File: src/rtl/timebase_gen.sv
`default_nettype none
// ============================================================================
//  Module   : timebase_gen
//  Purpose  : Programmable prescaler followed by a chain of decade dividers.
//             Channel 0 is a square wave whose half-period is (term+1)
//             clocks. Each channel k>=1 divides the previous channel by ten.
//             Every channel emits a one-cycle tick once per period.
//  Ports    : clk      - single clock, rising edge
//             rst      - synchronous active-high reset (highest priority)
//             clr      - synchronous clear of counters and outputs
//             run      - count enable; 0 freezes all state, ticks forced low
//             ld       - load strobe for a new half-period terminal count
//             ld_val   - new half-period terminal count
//             sq       - square wave per channel
//             tick     - one-cycle pulse per channel period
//             term_cur - active terminal count
//  Config   : `define TIMEBASE_LOAD_EN enables the ld/ld_val path. Without
//             it the terminal count is fixed at DEF_HALF and ld/ld_val are
//             ignored.
//  Revision : 1.0 - initial release
// ============================================================================
module timebase_gen #(
    parameter int CNT_W    = 26,
    parameter int DEF_HALF = 24_999,
    parameter int N_CH     = 4
) (
    input  logic             clk,
    input  logic             rst,
    input  logic             clr,
    input  logic             run,
    input  logic             ld,
    input  logic [CNT_W-1:0] ld_val,
    output logic [N_CH-1:0]  sq,
    output logic [N_CH-1:0]  tick,
    output logic [CNT_W-1:0] term_cur
);

    localparam logic [CNT_W-1:0] c_def_half = CNT_W'(DEF_HALF);
    localparam logic [CNT_W-1:0] c_one      = CNT_W'(1);
    localparam logic [3:0]       c_dec_max  = 4'd9;
    localparam logic [3:0]       c_dec_half = 4'd5;

    logic [CNT_W-1:0] r_ctr;
    logic [CNT_W-1:0] w_term;
    logic             w_ld;
    logic             w_wrap;
    logic             r_sq0;
    logic             r_fall;      // sq[0] fell on the last active edge
    logic             r_tick0;
    logic [N_CH-1:0]  w_tick_st;   // tick state before run masking

    // ------------------------------------------------------------------
    // Terminal count register (optional load path)
    // ------------------------------------------------------------------
`ifdef TIMEBASE_LOAD_EN
    logic [CNT_W-1:0] r_term;

    always_ff @(posedge clk) begin
        if (rst) begin
            r_term <= c_def_half;
        end else if (ld) begin
            r_term <= ld_val;
        end
    end

    assign w_term = r_term;
    assign w_ld   = ld;
`else
    logic w_unused_ld;

    assign w_unused_ld = ^{ld, ld_val};
    assign w_term      = c_def_half;
    assign w_ld        = 1'b0;
`endif

    assign term_cur = w_term;
    assign w_wrap   = (r_ctr == w_term);

    // ------------------------------------------------------------------
    // Prescaler and channel 0
    // The tick is produced one edge after the falling edge of sq[0], so a
    // flag remembers the fall. All of this only advances while run=1, which
    // lets a run=0 window simply drop out of the timeline without losing a
    // pending tick.
    // ------------------------------------------------------------------
    always_ff @(posedge clk) begin
        if (rst) begin
            r_ctr   <= '0;
            r_sq0   <= 1'b0;
            r_fall  <= 1'b0;
            r_tick0 <= 1'b0;
        end else if (clr) begin
            r_ctr   <= '0;
            r_sq0   <= 1'b0;
            r_fall  <= 1'b0;
            r_tick0 <= 1'b0;
        end else if (w_ld) begin
            // A load restarts the half-period; it beats a coincident wrap,
            // so sq[0] holds its level this cycle.
            r_ctr <= '0;
            if (run) begin
                r_tick0 <= r_fall;
                r_fall  <= 1'b0;
            end
        end else if (run) begin
            r_tick0 <= r_fall;
            if (w_wrap) begin
                r_ctr  <= '0;
                r_sq0  <= ~r_sq0;
                r_fall <= r_sq0;
            end else begin
                r_ctr  <= r_ctr + c_one;
                r_fall <= 1'b0;
            end
        end
    end

    assign w_tick_st[0] = r_tick0;
    assign sq[0]        = r_sq0;

    // ------------------------------------------------------------------
    // Decade channels: each counts ticks of the previous channel and
    // passes a tick on one cycle after its own wrap.
    // ------------------------------------------------------------------
    for (genvar k = 1; k < N_CH; k++) begin : g_dec
        logic [3:0] r_dec;
        logic       r_tick;

        always_ff @(posedge clk) begin
            if (rst || clr) begin
                r_dec  <= 4'd0;
                r_tick <= 1'b0;
            end else if (run) begin
                r_tick <= w_tick_st[k-1] && (r_dec == c_dec_max);
                if (w_tick_st[k-1]) begin
                    r_dec <= (r_dec == c_dec_max) ? 4'd0 : r_dec + 4'd1;
                end
            end
        end

        assign w_tick_st[k] = r_tick;
        assign sq[k]        = (r_dec >= c_dec_half);
    end

    // Ticks are held inside while frozen and only shown while running.
    assign tick = w_tick_st & {N_CH{run}};

endmodule
`default_nettype wire

File: config.mk
export PLATFORM = sky130hd
export DESIGN_NAME = timebase_gen
export DESIGN_NICKNAME = d
export VERILOG_FILES = /design/src/rtl/timebase_gen.sv
export SDC_FILE = /design/constraint.sdc
export NUM_CORES = 1
export LEC_CHECK = 0
export ABC_AREA = 1
export BUFFER_PORTS_ARGS = -buffer_cell sky130_fd_sc_hd__clkbuf_2
export CAP_MARGIN = 10
export CORE_MARGIN = 2
export CORE_UTILIZATION = 45
export CTS_BUF_LIST = sky130_fd_sc_hd__clkbuf_4 sky130_fd_sc_hd__clkbuf_8
export DETAILED_ROUTE_END_ITERATION = 7
export PLACE_DENSITY = 0.71
export SETUP_SLACK_MARGIN = 0.3
export SYNTH_ARGS = -nofsm -noshare
export SYNTH_HDL_FRONTEND = slang
export SYNTH_SLANG_ARGS = --single-unit
File: constraint.sdc
create_clock -name clk -period 2.45 [get_ports clk]
set_input_delay 0.3675 -clock clk [delete_from_list [all_inputs] [get_ports clk]]
set_output_delay 0.3675 -clock clk [all_outputs]
set_load 0.02 [all_outputs]
==> results of run 1 <==
-- stage by stage --
| step | cells | hold WS [ns] | utilization [%] | cell area (um2) |
|---|---|---|---|---|
| global placement | 444 | 0.450 | 47.7 | 2480 |
| global route | 452 | 0.490 | 49.5 | 2580 |
| detailed placement | 444 | 0.458 | 47.7 | 2480 |
| finish | 452 | 0.468 | 49.5 | 2580 |
| floorplan | 391 | 0.440 | - | 2550 |
| CTS | 452 | 0.473 | 49.5 | 2580 |
-- path summary, 6_finish.rpt --
| check | slack [ns] | to | cells past startpoint | start |
|---|---|---|---|---|
| max | 0.85 | r_ctr[25] | 8 | r_ctr[0] |
| min | 0.47 | r_tick0 | 2 | r_tick0 |
| min reg2reg | 0.47 | r_tick0 | 2 | r_tick0 |
| max reg2reg | 0.85 | r_ctr[25] | 8 | r_ctr[0] |
-- worst max-delay path, cell delays in order, from the launching register on --
cell and delay, ns:
dfxtp_1 0.37, ha_1 0.22, nand2_2 0.08, nor3_1 0.05, nand2_1 0.13, nor2_2 0.08
nor2_2 0.39, nand2_1 0.10, nor2_1 0.10
-- cells in the final DEF (no fill, tap or decap) --
master	instances
nor2_1	78
nand4_1	4
nor3_4	1
clkinvlp_4	2
ha_1	2
nand3b_1	1
nor3_1	14
nor2_4	2
a21oi_1	14
nand2_2	4
o21a_1	3
dfxtp_1	44
inv_1	28
nor3b_2	3
clkinv_4	1
xnor2_1	4
nand2_1	87
clkbuf_2	11
or2_2	1
inv_2	4
o21ai_0	7
xor2_1	5
conb_1	26
o21ai_2	1
nor2_2	8
nand3_1	17
a31oi_1	1
mux2i_1	1
buf_4	2
and3_1	1
clkbuf_8	5
-- cell families after synthesis --
logic type,after synthesis
XOR/XNOR,9
flip-flops,44
adder cells (fa/ha/maj),2
other,2
AO/OA/AOI/OAI,26
AND/OR/NAND/NOR,221
buffers and inverters,62
multiplexers,1
-- sequential cells by signal, summed over array words and instances, names as in the netlist --
| signal | flops |
|---|---|
| g_dec.r_tick | 3 |
| r_sq0 | 1 |
| r_fall | 1 |
| g_dec.r_dec | 12 |
| r_tick0 | 1 |
| r_ctr | 26 |
-- per-layer routing --
layer	global-route usage [%]	part of all wire [%]	up-vias
met5	0	0	-
met4	5.79	1.4	0
met2	27.7	47	41
li1	-	-	1126
met3	3.60	4.5	7
met1	20.0	47	940
-- final cells by class --
class	instances	area [um2]	area share [%]
sequential	44	881	34.2
clock inverter	3	23.8	0.923
multi-input combinational	285	1330	51.4
inverter	32	120	4.66
timing repair buffer	13	70.1	2.72
tap	70	87.6	3.40
clock buffer	5	68.8	2.67
-- power breakdown --
group	total, uW	switching, uW	internal, uW
sequential	717	1.49	715
combinational	71.6	60.2	11.4
clock	465	263	202
==> metrics.txt, run 1 <==
Area Overhead vs Synth=4.68%; Max H-tree Level=2; wire per inst=about 10 um; Max-cap violations=0; Post-Syn Instances=367; Rel. slew slack=66.6%; CP required=~2.7 ns; multiplexer area fraction after synthesis=0.407%; largest family of logic cells by synthesized area=simple AND/OR/NAND/NOR gates; fraction of the yosys area taken by sequential cells=between 30% and 40%; drt first pass iters=4; CP Class=flop to flop; top post-synthesis cells by count=87 x nand2_1, 78 x nor2_1, 44 x dfxtp_1; IO Port Bufs=11; Sink Count=44; total gr overflow=0; fraction of synthesis flops using an asynchronous set or reset pin=0%; vias in the first global route=roughly 1900; period utilisation layout=between 60% and 70%; Root Driver=clkbuf_8; Period minus WS final=between 1.5 and 2 ns; row count=26; setup TNS=0 ns; final antenna-violating net count=0; post-CTS sizing=0; Peak Freq=0.627 GHz; die area=6080 um2; cell with the most instances after synthesis=nand2_1; Cell Area, Synth=2460 um2; pre-CTS setup slack=approximately 0.76 ns; Total Routing Usage GR=about 16%; wire length of the first global-routing pass=between 7 and 8 mm; Synth area leaders=dfxtp_1 36%, nand2_1 13%, nor2_1 12%; HP Class=flop to flop; maximum root-to-sink buffer count=2; DRC violation count after routing=0; post-synthesis xor/xnor area fraction=~3.2%; Max IR drop VDD=roughly 290 uV; Setup Fix Bufs, Post-CTS=0; Worst Setup Slack, final=0.855 ns; setup violators final=0; share of layout cells above drive strength 1=a little under an eighth; DP HPWL=approximately 3.4 mm; final slew viol count=0; Post-synth EDFFs=0; Top FF cell, synth=dfxtp_1; Slew @ Worst Pin=~0.5 ns; fillcell total=558; Crit Path Max Fanout=12; CP Capture Type=flop; Startpoint Class=flop; area leader, netlist=dfxtp_1; CTS tree=done; largest net degree at the start of global routing=19; GPL Wtd Cong=approximately 0.84; Synth Area in Compound Gates=under 10%; clk slew on worst S/H paths=roughly 0.090 ns; Final Routed Wirelength=~4.5 mm; #FFs+latches synth=44; Power Total=between 1000 and 1500 uW; yosys warns=0; Starting DRT DRC Count=96; status=complete, no violations; RSZ-0062 raised after global routing=no; worst clock skew=0.00448 ns; Num CTS Buffers=5; Via Count=about 2100; Die W=between 70 and 80 um; pwr/cell area=486 nW/um2; nets=between 400 and 500; Die H=between 70 and 80 um; Initial Utilization=47.3%; Lkg Pwr=approximately 0.001 uW; Ports=65; Syn Area/Cell=6.71 um2; Worst-Skew Late Latency=~0.3 ns; Synth cell types=29; hold_buf cts=0; Avg Vias per Cell=~4.7; Synth Area in Simple Gates=between 30 and 40%; ant diodes=0; initial antenna violation count=0; Synth Area in Adders=1.02%; area fraction of the dominant cell type after synthesis=a little over a third; core area=around 5200 um2; CP arrival=roughly 1.8 ns; Final Hold Vio Count=0
(Power assumes the default switching activity.)
==> run 2, diff against run 1 <==
- PLACE_DENSITY: 0.71 -> 0.74
- clock period: 2.45 -> 1.3 ns (I/O delays scaled with it)
==> run 2 against run 1 <==
Net effect:
- the run now ends with setup timing left
- non-clock buffer count rose by 58
- cell count rose by 13%
- register-to-register slack got worse by 0.95 ns
- combinational power rose to 2.7 times the previous value
- global-route usage rose by 5.2 points
- hold slack got worse by 0.15 ns
- sequential share of layout area fell by 9.2 points
- clock skew rose by 0.0076 ns
- worst setup slack got worse by 0.95 ns
- flip-flop and latch count did not move
- first-iteration DRC count rose by 80%
- largest cell class unchanged
- highest routed layer unchanged
==> metrics.txt, run 2 (synthesized netlist as in run 1, its figures left out) <==
Starting DRT DRC Count=around 170; CTS tree=done; Lkg Pwr=around 0.0015 uW; Total Routing Usage GR=between 20% and 30%; share of layout cells above drive strength 1=a little under half; setup TNS=-1.25 ns; Max-cap violations=0; die area=6080 um2; pre-CTS setup slack=-0.186 ns; max reg flops=26; final antenna-violating net count=0; Root Driver=clkbuf_8; RSZ-0062 raised after global routing=yes; hold_buf cts=0; Worst-Skew Late Latency=approximately 0.31 ns; pwr/cell area=between 800 and 900 nW/um2; vias in the first global route=2385; core area=approximately 5200 um2; Period minus WS final=1.39 ns; Worst Setup Slack, final=-0.0915 ns; Max IR drop VDD=661 uV; placed inst area=2790 um2; worst clock skew=0.0121 ns; GPL Wtd Cong=0.858; ant diodes=0; DP HPWL=3.85 mm; CP arrival=around 1.6 ns; row count=26; Area Overhead vs Synth=50.3%; Crit Path Max Fanout=4; final design utilization=71.1%; clk slew on worst S/H paths=~0.09 ns; wire length of the first global-routing pass=approximately 10 mm; Biggest register=r_ctr; DRC violation count after routing=0; Startpoint Class=flop; nets=around 470; Sink Count=44; Avg Vias per Cell=between 5 and 6; CP required=1.54 ns; Num CTS Buffers=5; CP Class=flop to flop; fin area=approximately 3700 um2; most frequent cells in the layout=65 x nand2_1, 54 x nor2_1, 43 x buf_4, 26 x conb_1; Final Hold Vio Count=0; period utilisation layout=107%; commonest non-fill, non-tap cell in the layout=nand2_1; largest net degree at the start of global routing=19; worst hold slack=approximately 0.31 ns; drt first pass iters=4; HP Class=input port to flop; setup violators final=24; Die H=just under 80 um; final slew viol count=0; IO Port Bufs=11; Ports=between 60 and 70; Final Routed Wirelength=7.26 mm; Peak Freq=0.719 GHz; Die W=about 78 um; Max H-tree Level=2; initial antenna violation count=0; biggest regs=r_ctr (26), g_dec.r_dec (12), g_dec.r_tick (3); Via Count=around 2600; failing checks=setup timing; status=finished with violations; CP Capture Type=flop; Initial Utilization=47.3%; maximum root-to-sink buffer count=2; total gr overflow=0; wire per inst=between 10 and 15 um
-- run 2: cell count changes in the layout (fill, tap and decap cells not counted), sizes merged --
| cell | change |
|---|---|
| clkbuf | -5 |
| clkinv | -1 |
| buf | +63 |
| bufinv | +3 |
| clkinvlp | -2 |
-- run 2: worst max-delay path: stages, from the launching register on --
cell     delay, ns
dfxtp_4       0.37
buf_6         0.11
nand3_2       0.12
nor2_2        0.12
nand2_2       0.10
nor2_4        0.11
nand2_1       0.10
nand2_1       0.10
nand2_1       0.08
nor2_1        0.10
-- run 2: path summary, 6_finish.rpt --
check            from           endpoint  slack (ns)  depth (start not counted)
max reg2reg  r_ctr[1]          r_ctr[25]       -0.09                          9
max          r_ctr[1]          r_ctr[25]       -0.09                          9
min               clr  g_dec[2].r_dec[3]        0.31                          5
min reg2reg    r_fall            r_tick0        0.49                          2
-- run 2: final cells by class --
class                      instances  area (um2)
fill                             352        1510
sequential                        44         923
timing repair buffer              71         654
tap                               70        87.6
clock inverter                     3        90.1
multi-input combinational        285        1750
clock buffer                       5        68.8
inverter                          32         128
-- run 2: metrics by stage --
| step | instances | power, uW |
|---|---|---|
| 2_1_floorplan | 391 | 1550 |
| 3_3_place_gp | 480 | 1530 |
| 3_5_place_dp | 480 | 1530 |
| 4_1_cts | 502 | 2990 |
| 5_1_grt | 510 | 3100 |
| 6_report | 510 | 3020 |
-- run 2: power by group --
part,switching (uW),internal (uW)
Sequential,2.27,1340
Combinational,141,49.5
Clock,525,962
Total,668,2350
-- run 2: per-layer routing --
metal	routed length, um	vias to the layer above	part of all wire, %	global-route usage (%)
met4	207	0	2.9	7.89
met5	0	-	0	0
met2	3840	85	53	38.3
met3	309	21	4.3	3.49
li1	-	1244	-	-
met1	2900	1246	40	25.6
-- run 2: repair_timing --
item	4_1_cts	5_1_grt
buffers inserted	14	8
gates resized for setup	83	88
pin swaps	20	35
endpoints found under the hold margin	0	0
setup endpoints to repair	38	47
==> run 3, diff against run 2 <==
- HOLD_SLACK_MARGIN: unset -> 0.06
- PLACE_DENSITY: 0.74 -> 0.71
- clock period: 1.3 -> 1.7 ns (I/O delays scaled with it)
==> run 3 against run 2 <==
Net effect:
- the flow now finishes without violations
- combinational power shrank 37%
- core utilization shrank 17 points
- sequential power shrank 23%
- final area shrank 24%
- die area is the same
- worst setup slack gained 0.40 ns
- maximum frequency grew 0.32%
- routed wire length shrank 32%
- clock skew shrank 0.0037 ns
- critical endpoint is now r_ctr[12]
==> metrics.txt, run 3 (synthesized netlist as in run 1, its figures left out) <==
Die W=just under 80 um; Worst Setup Slack, final=about 0.31 ns; HP Class=input port to flop; CP cell instances=nor2_1 > nand2_1 > nor2_2 > nand2_2 > nor2_4 > nor2_4 > buf_6 > nand2_1 > nor2_1; Total Routing Usage GR=between 10% and 20%; Root Driver=clkbuf_8; most frequent cells in the layout=77 x nand2_1, 74 x nor2_1, 29 x dfxtp_1, 27 x inv_1, 26 x conb_1; IO Port Bufs=11; setup TNS=0 ns; status=complete, no violations; pwr/cell area=roughly 700 nW/um2; wire per inst=~11 um; core area=5200 um2; Max-cap violations=0; Max IR drop VDD=about 500 uV; Startpoint Class=flop; vias in the first global route=1950; row count=26; period utilisation layout=around four fifths; ant diodes=0; max reg flops=26; slowest CP cell=dfxtp_1; Final Routed Wirelength=between 4 and 5 mm; DRC violation count after routing=0; Initial Utilization=approximately 47%; clk slew on worst S/H paths=0.09 ns; share of layout cells above drive strength 1=approximately 23%; total gr overflow=0; GPL Wtd Cong=0.838; hold path depth=3; Starting DRT DRC Count=between 100 and 150; nets=roughly 420; Via Count=about 2200; Peak Freq=between 0.7 and 0.8 GHz; Max H-tree Level=2; Highest Signal Layer=met4; worst clock skew=about 0.0084 ns; Lkg Pwr=0.00108 uW; CP arrival=about 1.6 ns; DRT met1 WL=between 2 and 2.5 mm; wire length on met2=2.40 mm; CP required=roughly 1.9 ns; Sink Count=between 40 and 50; Avg Vias per Cell=4.72; placed inst area=approximately 2500 um2; Cells after DPL=around 450; CP Capture Type=flop; Final Hold Vio Count=0; DP HPWL=roughly 3.4 mm; final antenna-violating net count=0; Die H=approximately 78 um; final slew viol count=0; fillcell total=between 500 and 600; die area=around 6100 um2; drt first pass iters=4; delay of the slowest cell on the worst path=about 0.37 ns; hold_buf cts=0; Period minus WS final=~1.4 ns; biggest regs=r_ctr (26), g_dec.r_dec (12), g_dec.r_tick (3); CTS tree=done; CP Class=flop to flop; setup violators final=0; commonest non-fill, non-tap cell in the layout=nand2_1; fin area=~2800 um2; initial antenna violation count=0; routed wl met3=around 240 um; Num CTS Buffers=5; Crit Path Max Fanout=6; Worst-Skew Late Latency=about 0.30 ns; maximum root-to-sink buffer count=2; pre-CTS setup slack=roughly 0.16 ns; Area Overhead vs Synth=13.7%; RSZ-0062 raised after global routing=yes; Biggest register=r_ctr; wire length of the first global-routing pass=8.29 mm; largest net degree at the start of global routing=20; Reg2Reg Depth=9; final cell count without fillers=around 460; Ports=65; final design utilization=53.8%
==> run 3: final cells by class <==
type	instances	area (um2)	share of cell area [%]
Sequential cell	44	900	32.2
Timing Repair Buffer	22	145	5.19
Clock inverter	3	42.5	1.52
Tap cell	70	87.6	3.13
Multi-Input combinational cell	285	1430	51.3
Clock buffer	5	68.8	2.46
Inverter	32	120	4.29
==> run 3: path summary, 6_finish.rpt <==
kind              slack (ns)              end             from
hold / removal          0.35          r_tick0              run
setup reg to reg        0.31        r_ctr[12]        r_ctr[19]
setup / recovery        0.31        r_ctr[12]        r_ctr[19]
hold reg to reg         0.47  g_dec[1].r_tick  g_dec[1].r_tick
==> run 3: metrics by stage <==
step / hold WS (ns) / total power [uW]
CTS: 0.338 / 1980
global route: 0.365 / 2030
finish: 0.348 / 1960
global placement: 0.448 / 1170
floorplan: 0.440 / 1190
detailed placement: 0.457 / 1170
==> run 3: critical path, delay by kind of cell (launching register included) <==
family	cells	cell delay, ns
DFF	1	0.37
buffers and inverters	1	0.15
and+or+nand+nor	8	0.76
==> run 3: repair_timing <==
action	in CTS	in global routing
hold endpoints to repair	0	0
pin swaps	6	16
gates resized for setup	18	29
setup buffers	1	3
gates cloned	1	0
endpoints found under the setup margin	20	25
==> run 3: metal layers <==
metal / global-route usage, % / vias up
met5: 0 / -
met3: 3.95 / 7
met4: 5.26 / 0
met1: 20.7 / 970
li1: - / 1145
met2: 29.8 / 55
==> run 3: power by group <==
group | total (uW) | switching (uW) | internal (uW)
clock | 807 | 372 | 435
combinational | 120 | 94.6 | 25.7
sequential | 1030 | 1.50 | 1030
total | 1960 | 468 | 1490
